--- src/rtl/cim_psum_accum.sv ---
// rtl/cim_psum_accum.sv - bit-serial partial-sum accumulator for quantized CIM column planes
module cim_psum_accum #(
    parameter int NCOL    = 4,
    parameter int Q_W     = 4,
    parameter int IN_BITS = 4,
    parameter int ACC_W   = Q_W + IN_BITS
) (
    input  logic                    clk,
    input  logic                    rst,
    input  logic                    q_valid,
    output logic                    q_ready,
    input  logic                    q_first,
    input  logic [NCOL*Q_W-1:0]     q_data,
    input  logic [NCOL-1:0]         q_col_en,
    output logic                    out_valid,
    input  logic                    out_ready,
    output logic [NCOL*ACC_W-1:0]   out_data,
    output logic                    err_restart
);

    localparam int CW = $clog2(IN_BITS) + 1;
    localparam logic [CW-1:0] LAST = CW'(IN_BITS);
    localparam logic [CW-1:0] ONE  = CW'(1);

    typedef enum logic [1:0] {
        S_IDLE,
        S_ACCUM,
        S_HOLD
    } state_t;

    state_t               state, state_n;
    logic [CW-1:0]        cnt, cnt_n, cnt_inc;
    logic [ACC_W-1:0]     acc     [NCOL];
    logic [ACC_W-1:0]     acc_upd [NCOL];
    logic [NCOL*ACC_W-1:0] acc_flat;
    logic                 accept;
    logic                 acc_load;
    logic                 cap;
    logic                 err_n;

    assign q_ready   = !rst && (state != S_HOLD || out_ready);
    assign out_valid = (state == S_HOLD);
    assign accept    = q_valid && q_ready;
    assign cnt_inc   = cnt + ONE;

    // A first-flagged plane restarts the column sum, so the shifted history is dropped.
    always_comb begin
        acc_flat = '0;
        for (int c = 0; c < NCOL; c++) begin
            acc_upd[c] = (q_first ? '0 : {acc[c][ACC_W-2:0], 1'b0})
                       + (q_col_en[c] ? ACC_W'(q_data[c*Q_W +: Q_W]) : '0);
            acc_flat[c*ACC_W +: ACC_W] = acc_upd[c];
        end
    end

    always_comb begin
        state_n  = state;
        cnt_n    = cnt;
        acc_load = 1'b0;
        cap      = 1'b0;
        err_n    = 1'b0;
        case (state)
            S_IDLE: begin
                if (accept) begin
                    if (q_first) begin
                        acc_load = 1'b1;
                        cnt_n    = ONE;
                        if (LAST == ONE) begin
                            cap     = 1'b1;
                            state_n = S_HOLD;
                        end else begin
                            state_n = S_ACCUM;
                        end
                    end else begin
                        err_n = 1'b1;
                    end
                end
            end
            S_ACCUM: begin
                if (accept) begin
                    acc_load = 1'b1;
                    if (q_first) begin
                        err_n = 1'b1;
                        cnt_n = ONE;
                        if (LAST == ONE) begin
                            cap     = 1'b1;
                            state_n = S_HOLD;
                        end
                    end else begin
                        cnt_n = cnt_inc;
                        if (cnt_inc == LAST) begin
                            cap     = 1'b1;
                            state_n = S_HOLD;
                        end
                    end
                end
            end
            S_HOLD: begin
                if (out_ready) begin
                    state_n = S_IDLE;
                    cnt_n   = '0;
                    // Handshake cycle doubles as an IDLE cycle so vectors stream without bubbles.
                    if (accept) begin
                        if (q_first) begin
                            acc_load = 1'b1;
                            cnt_n    = ONE;
                            if (LAST == ONE) begin
                                cap     = 1'b1;
                                state_n = S_HOLD;
                            end else begin
                                state_n = S_ACCUM;
                            end
                        end else begin
                            err_n = 1'b1;
                        end
                    end
                end
            end
            default: begin
                state_n = S_IDLE;
                cnt_n   = '0;
            end
        endcase
    end

    always_ff @(posedge clk) begin
        if (rst) begin
            state       <= S_IDLE;
            cnt         <= '0;
            err_restart <= 1'b0;
            out_data    <= '0;
            for (int c = 0; c < NCOL; c++) begin
                acc[c] <= '0;
            end
        end else begin
            state       <= state_n;
            cnt         <= cnt_n;
            err_restart <= err_n;
            if (acc_load) begin
                for (int c = 0; c < NCOL; c++) begin
                    acc[c] <= acc_upd[c];
                end
            end
            if (cap) begin
                out_data <= acc_flat;
            end
        end
    end

endmodule

--- config.mk ---
export PLATFORM = sky130hd
export DESIGN_NAME = cim_psum_accum
export DESIGN_NICKNAME = d
export VERILOG_FILES = /design/src/rtl/cim_psum_accum.sv
export SDC_FILE = /design/constraint.sdc
export NUM_CORES = 1
export LEC_CHECK = 0
export ABC_CLOCK_PERIOD_IN_PS = 1840
export BUFFER_PORTS_ARGS = -buffer_cell sky130_fd_sc_hd__buf_2
export CAP_MARGIN = 20
export CORE_AREA = 2 2 94 96
export DETAILED_ROUTE_END_ITERATION = 8
export DIE_AREA = 0 0 96 98
export SYNTH_ARGS = -nofsm -noshare
export SYNTH_HDL_FRONTEND = slang
export SYNTH_SLANG_ARGS = --single-unit
--- constraint.sdc ---
create_clock -name clk -period 1.84 [get_ports clk]
set_input_delay 0.092 -clock clk [delete_from_list [all_inputs] [get_ports clk]]
set_output_delay 0.092 -clock clk [all_outputs]
set_load 0.03 [all_outputs]
==> qor.yml, run 1 <==
port_buffers: 59
wl_met2_um: 3440
syn_to_final_growth_pct: 20.95
regToRegSetupSlack_ps: 40
synth_compound_area_share_pct: 10.40
gp_congestion: 0.8341
r2r_end: "acc[3][5]$_SDFFCE_PN0P_"
fin_cells: 520
grt_use_total_pct: 16.36
timing.slew.headroom_pct: 71.85
synth-simple-area-share_pct: 21.86
seq_area_um2: 1602
synth_fa_ha_area_share_pct: 7.716
max_freq_ghz: 0.5565
vias_per_cell: 4.794
cp-end-kind: "flop"
synthTopCellsByCount: "nor2_1, dfxtp_1, nand2_1"
synth-edff-count: 28
rsz0062_at_grt: "yes"
cts_sinks: 66
ys_seq_area_share_pct: 48.41
required_ps: 1930
ant_nets: 0
finalSetupViolCount: 0
drv_cap: 0
rows: 34
synth_top_area_share_pct: 25.42
synthCells: 338
p_per_area_nw_per_um2: 753.2
grt_pass1_wl_um: 11680
worstSetupEndpoint: "acc[3][5]$_SDFFCE_PN0P_"
p_leak_nw: 1.624
reg2reg_depth: 8
status: "complete, no violations"
wirelength_um: 7319
yosysMostFrequentCell: "nor2_1"
vdd_drop_max_uv: 351.5
drc_errors: 0
dp_hpwl_um: 4862
multiInputGateArea_um2: 1602
top_layer_used: "met4"
netlist_top_cells_area: "edfxtp_1, dfxtp_1, ha_1, nor2_1, nand2_1"
worstSkewPairLatency_ps: 350
antenna_found_initial: 0
drv_slew: 0
dp.cells: 502
yosysTopAreaCell: "edfxtp_1"
worstHoldPathType: "input port to flop"
cts_max_path_buffers: 2
cts_tree: "done"
crit-reg2reg-launch: "acc[3][0]$_SDFFCE_PN0P_"
fp.dieW_um: 96
synth_seq_cells: 66
fp.dieH_um: 98
synthMuxAreaShare_pct: 1.248
finalClockSkew_ps: 9.613
core_area_um2: 8466
period_share_pct: 97.67
worstPathMaxFanout: 2
timing_worst_slew_pin_value_ps: 422.3
clockRootBuffer: "clkbuf_8"
synth_xor_area_share_pct: 5.295
ys_types: 41
htreeDepth: 3
fin_crit_ps: 1797
crit_path_start_kind: "flop"
path_class: "flop to flop"
p_total_w: 0.003014
firstDrtPassIters: 4
final_nets: 450
first_iter_violations: 99
syn-num-nets: 381
diodes: 0
synth_area_per_cell_um2: 9.787
routed-wl-met3_um: 354
grt_max_degree: 30
ios: 60
layout-drive-gt1-share_pct: 27.18
synth_top_family_by_area: "simple AND/OR/NAND/NOR gates"
nFillCells: 791
via_count: 2493
ys_async_sr_fraction_pct: 0
synth-main-ff-cell: "dfxtp_1"
hold_viol: 0
wl_per_cell_um: 14.08
cts-buffers-inserted: 9
dieArea_um2: 9408
syn_area_um2: 3308
first_global_vias: 2403
initial_utilization_pct: 39.08
startpoint: "acc[3][0]$_SDFFCE_PN0P_"
holdWs_ps: 10.96
yosysWarnings: 0
clkSlewWorstSetupHoldPaths_ps: 70
critPathArrivalTime_ps: 1890
met1_length_um: 3418
overflow: 0
[critical path, cell delays in order (launching register included)]
cell	delay, ps
edfxtp_1	320
nor2b_1	140
ha_2	180
inv_1	50
fa_2	350
nor2b_2	160
o21ai_1	80
xor2_1	190
nor2_1	60
[layout make-up]
cell class	count	share of cell area (%)
clock buffer	13	3.971
tap	108	3.377
clock inverter	3	0.3752
sequential	66	40.03
inverter	17	1.595
timing repair buffer	73	10.63
multi-input combinational	240	40.03
[how the worst min path moves through the flow]
stage,startpoint,end,slack (ps),cells after the start
2_1_floorplan,q_col_en[0],out_data[0]$_SDFFE_PP0P_,240,2
3_3_place_gp,q_data[8],out_data[16]$_SDFFE_PP0P_,370,3
3_5_place_dp,q_data[0],out_data[0]$_SDFFE_PP0P_,380,3
4_1_cts,q_data[0],out_data[0]$_SDFFE_PP0P_,2,3
5_1_grt,q_data[12],out_data[24]$_SDFFE_PP0P_,10,3
6_report,q_data[0],out_data[0]$_SDFFE_PP0P_,10,3
[per-layer routing]
metal  GRT usage, %  vias to the layer above
met3          4.475                        8
met2          24.31                       43
met4          6.593                        0
met5              0                        -
met1          22.44                     1156
li1               -                     1286
[sequential cells by signal, summed over array words and instances (netlist names)]
register,cells
out_data,32
acc,28
cnt,3
state,2
err_restart,1
[cell families after synthesis]
logic type                 Yosys count
AOI/OAI and AO/OA                   54
xor gates and xnor gates            20
adders and majority gates           18
buffers and inverters               32
DFF                                 66
muxes                                4
and+or+nand+nor                    144
[metrics by stage]
| step | worst slack, ps | area (µm²) | setup TNS (ps) | util [%] |
|---|---|---|---|---|
| 4_1_cts | 5.407 | 3946 | 0 | 46.62 |
| 5_1_grt | -121.1 | 4001 | -293.8 | 47.27 |
| 6_report | 42.91 | 4001 | 0 | 47.27 |
| 3_3_place_gp | 8.532 | 3752 | 0 | 44.32 |
| 2_1_floorplan | 21.75 | 3312 | 0 | - |
| 3_5_place_dp | -52.03 | 3752 | -104.4 | 44.32 |
[where the power goes]
part | internal (W) | leakage, nW | total, W | switching (W)
Combinational | 0.000133 | 0.930 | 0.000301 | 0.000168
Sequential | 0.00157 | 0.601 | 0.00160 | 0.0000262
Clock | 0.000557 | 0.0932 | 0.00112 | 0.000559
Total | 0.00226 | 1.62 | 0.00301 | 0.000753
[cells in the final DEF (no fill, tap or decap), types with 3 or more instances in the layout]
| cell | n |
|---|---|
| ha_1 | 10 |
| o21ai_0 | 10 |
| nand3_1 | 9 |
| o31ai_1 | 4 |
| dfxtp_1 | 38 |
| a211oi_1 | 8 |
| nor2b_1 | 16 |
| inv_1 | 16 |
| mux2i_1 | 3 |
| edfxtp_1 | 28 |
| nand3b_1 | 12 |
| a21oi_1 | 17 |
| clkbuf_8 | 11 |
| xnor2_1 | 11 |
| xor2_1 | 9 |
| buf_2 | 59 |
| and2_1 | 11 |
| nand2_1 | 37 |
| ha_2 | 3 |
| clkinv_2 | 3 |
| nor2_1 | 44 |
| fa_2 | 4 |
| buf_4 | 12 |
| a21oi_2 | 5 |
[timing repair]
item / CTS / global route
buffers inserted: 1 / 1
setup endpoints to repair: 4 / 9
pin swaps: 1 / 6
resized for setup: 5 / 14
cloned: 0 / 0
hold buffers: 0 / 0
Note: power is estimated with default switching activity, not from simulation.
==> run 2, diff against run 1 <==
CTS_BUF_LIST = sky130_fd_sc_hd__clkbuf_8 sky130_fd_sc_hd__clkbuf_16   (was not set)
==> run 2 against run 1 <==
Against the previous run: maximum frequency about the same; global-route usage unchanged; non-clock buffer count unchanged; core utilization unchanged; die area unchanged; register-to-register slack about the same; combinational power about the same; final area unchanged; first-iteration DRC count unchanged; clock skew about the same; via count about the same; routed wire length about the same.
==> qor.yml, run 2 (same netlist as run 1, synthesis figures left out) <==
finalInstanceArea_um2: 4001
grt_use_total_pct: 16.36
worstHoldPathType: "input port to flop"
htreeDepth: 3
status: "complete, no violations"
final_nets: 450
required_ps: 1940
cts_tree: "done"
timing_worst_slew_pin_value_ps: 422.5
worstSkewPairLatency_ps: 360
gp_congestion: 0.8341
vias_per_cell: 4.790
period_share_pct: 97.67
setup_slack_ps: 42.88
power.net_switching_w: 0.0007611
fp.dieW_um: 96
p_leak_nw: 1.632
crit_path_start_kind: "flop"
p_per_area_nw_per_um2: 752.3
mostFrequentLayoutCells: "buf_2, nor2_1, dfxtp_1"
top_register: "out_data"
placed_area_um2: 3752
syn_to_final_growth_pct: 20.95
drv_slew: 0
cts_sinks: 66
grt_pass1_wl_um: 11680
initial_utilization_pct: 39.08
layout-drive-gt1-share_pct: 27.18
timing.slew.headroom_pct: 71.83
ios: 60
finalSetupViolCount: 0
first_global_vias: 2403
worstPathMaxFanout: 2
drc_errors: 0
pwr-share-clk_pct: 37.0
dp_hpwl_um: 4862
clockRootBuffer: "clkbuf_8"
p_total_w: 0.003010
use_met1_pct: 22.44
power_frac_seq_pct: 53.0
final_util_pct: 47.27
p_sw_share_pct: 25.28
use_met2_pct: 24.31
overflow: 0
final_common_cell: "buf_2"
antenna_found_initial: 0
finalClockSkew_ps: 9.794
drv_cap: 0
met3_usage_pct: 4.475
hold_viol: 0
critPathArrivalTime_ps: 1900
fp.dieH_um: 98
rows: 34
core_area_um2: 8466
cts_max_path_buffers: 2
holdWs_ps: 2.930
wirelength_um: 7322
reg_top3: "out_data (32), acc (28), cnt (3)"
wl_per_cell_um: 14.08
rsz0062_at_grt: "yes"
first_iter_violations: 99
grt_max_degree: 30
dp_slack_ps: -52.03
dieArea_um2: 9408
path_class: "flop to flop"
clkSlewWorstSetupHoldPaths_ps: 70
cts-buffers-inserted: 9
internal_power_w: 0.002249
p_comb_share_pct: 10.0
largest_reg_flops: 32
ant_nets: 0
cts.hold.buffers_added: 0
cp-end-kind: "flop"
firstDrtPassIters: 4
diodes: 0
port_buffers: 59
via_count: 2491
fin_crit_ps: 1797
gr-max-usage-layer: "met2"
max_freq_ghz: 0.5564
vdd_drop_max_uv: 351.5
-- run 2: cell types whose count changed in the layout (fill, tap and decap cells not counted), sizes merged --
cell    delta
clkbuf     -2
inv        +2
-- run 2: timing repair --
item | 4_1_cts | 5_1_grt
setup endpoints to repair | 4 | 9
resized for setup | 5 | 14
pin swaps | 1 | 6
buffers inserted | 1 | 1
-- run 2: worst paths after layout --
kind | start | to | slack (ps) | cells past startpoint
worst min-delay path | q_data[0] | out_data[0]$_SDFFE_PP0P_ | 3 | 3
worst min register to register | out_data[17]$_SDFFE_PP0P_ | out_data[17]$_SDFFE_PP0P_ | 450 | 2
worst max-delay path | acc[3][0]$_SDFFCE_PN0P_ | acc[3][5]$_SDFFCE_PN0P_ | 40 | 8
worst max register to register | acc[3][0]$_SDFFCE_PN0P_ | acc[3][5]$_SDFFCE_PN0P_ | 40 | 8
-- run 2: final cells by class --
type,count,area [µm²]
multi-input cells,240,1602
well taps,108,135.1
clock buffers,11,151.4
fillers,791,4464
flip-flops and latches,66,1602
inverters,17,63.81
repair buffers,73,425.4
clock inverters,5,22.52
-- run 2: critical path, stage by stage, from the launching register on --
cell and delay [ps]:
edfxtp_1 320, nor2b_1 140, ha_2 180, inv_1 50
fa_2 350, nor2b_2 160, o21ai_1 80, xor2_1 190
nor2_1 60
-- run 2: power groups by stage --
stage          Sequential, W  Clock [W]  Combinational (W)
2_1_floorplan        0.00162          0           0.000184
3_3_place_gp         0.00163          0           0.000285
3_5_place_dp         0.00163          0           0.000290
4_1_cts              0.00159    0.00113           0.000296
5_1_grt              0.00160    0.00120           0.000336
6_report             0.00160    0.00111           0.000301
-- run 2: layer usage --
metal / wire length [µm] / vias up
met5: 0 / -
met2: 3397 / 42
li1: - / 1285
met3: 374 / 10
met4: 137 / 0
met1: 3413 / 1154
-- run 2: through the flow --
| step | cells | setup TNS (ps) |
|---|---|---|
| 2_1_floorplan | 338 | 0 |
| 3_3_place_gp | 502 | 0 |
| 3_5_place_dp | 502 | -104.4 |
| 4_1_cts | 519 | 0 |
| 5_1_grt | 520 | -295.0 |
| 6_report | 520 | 0 |
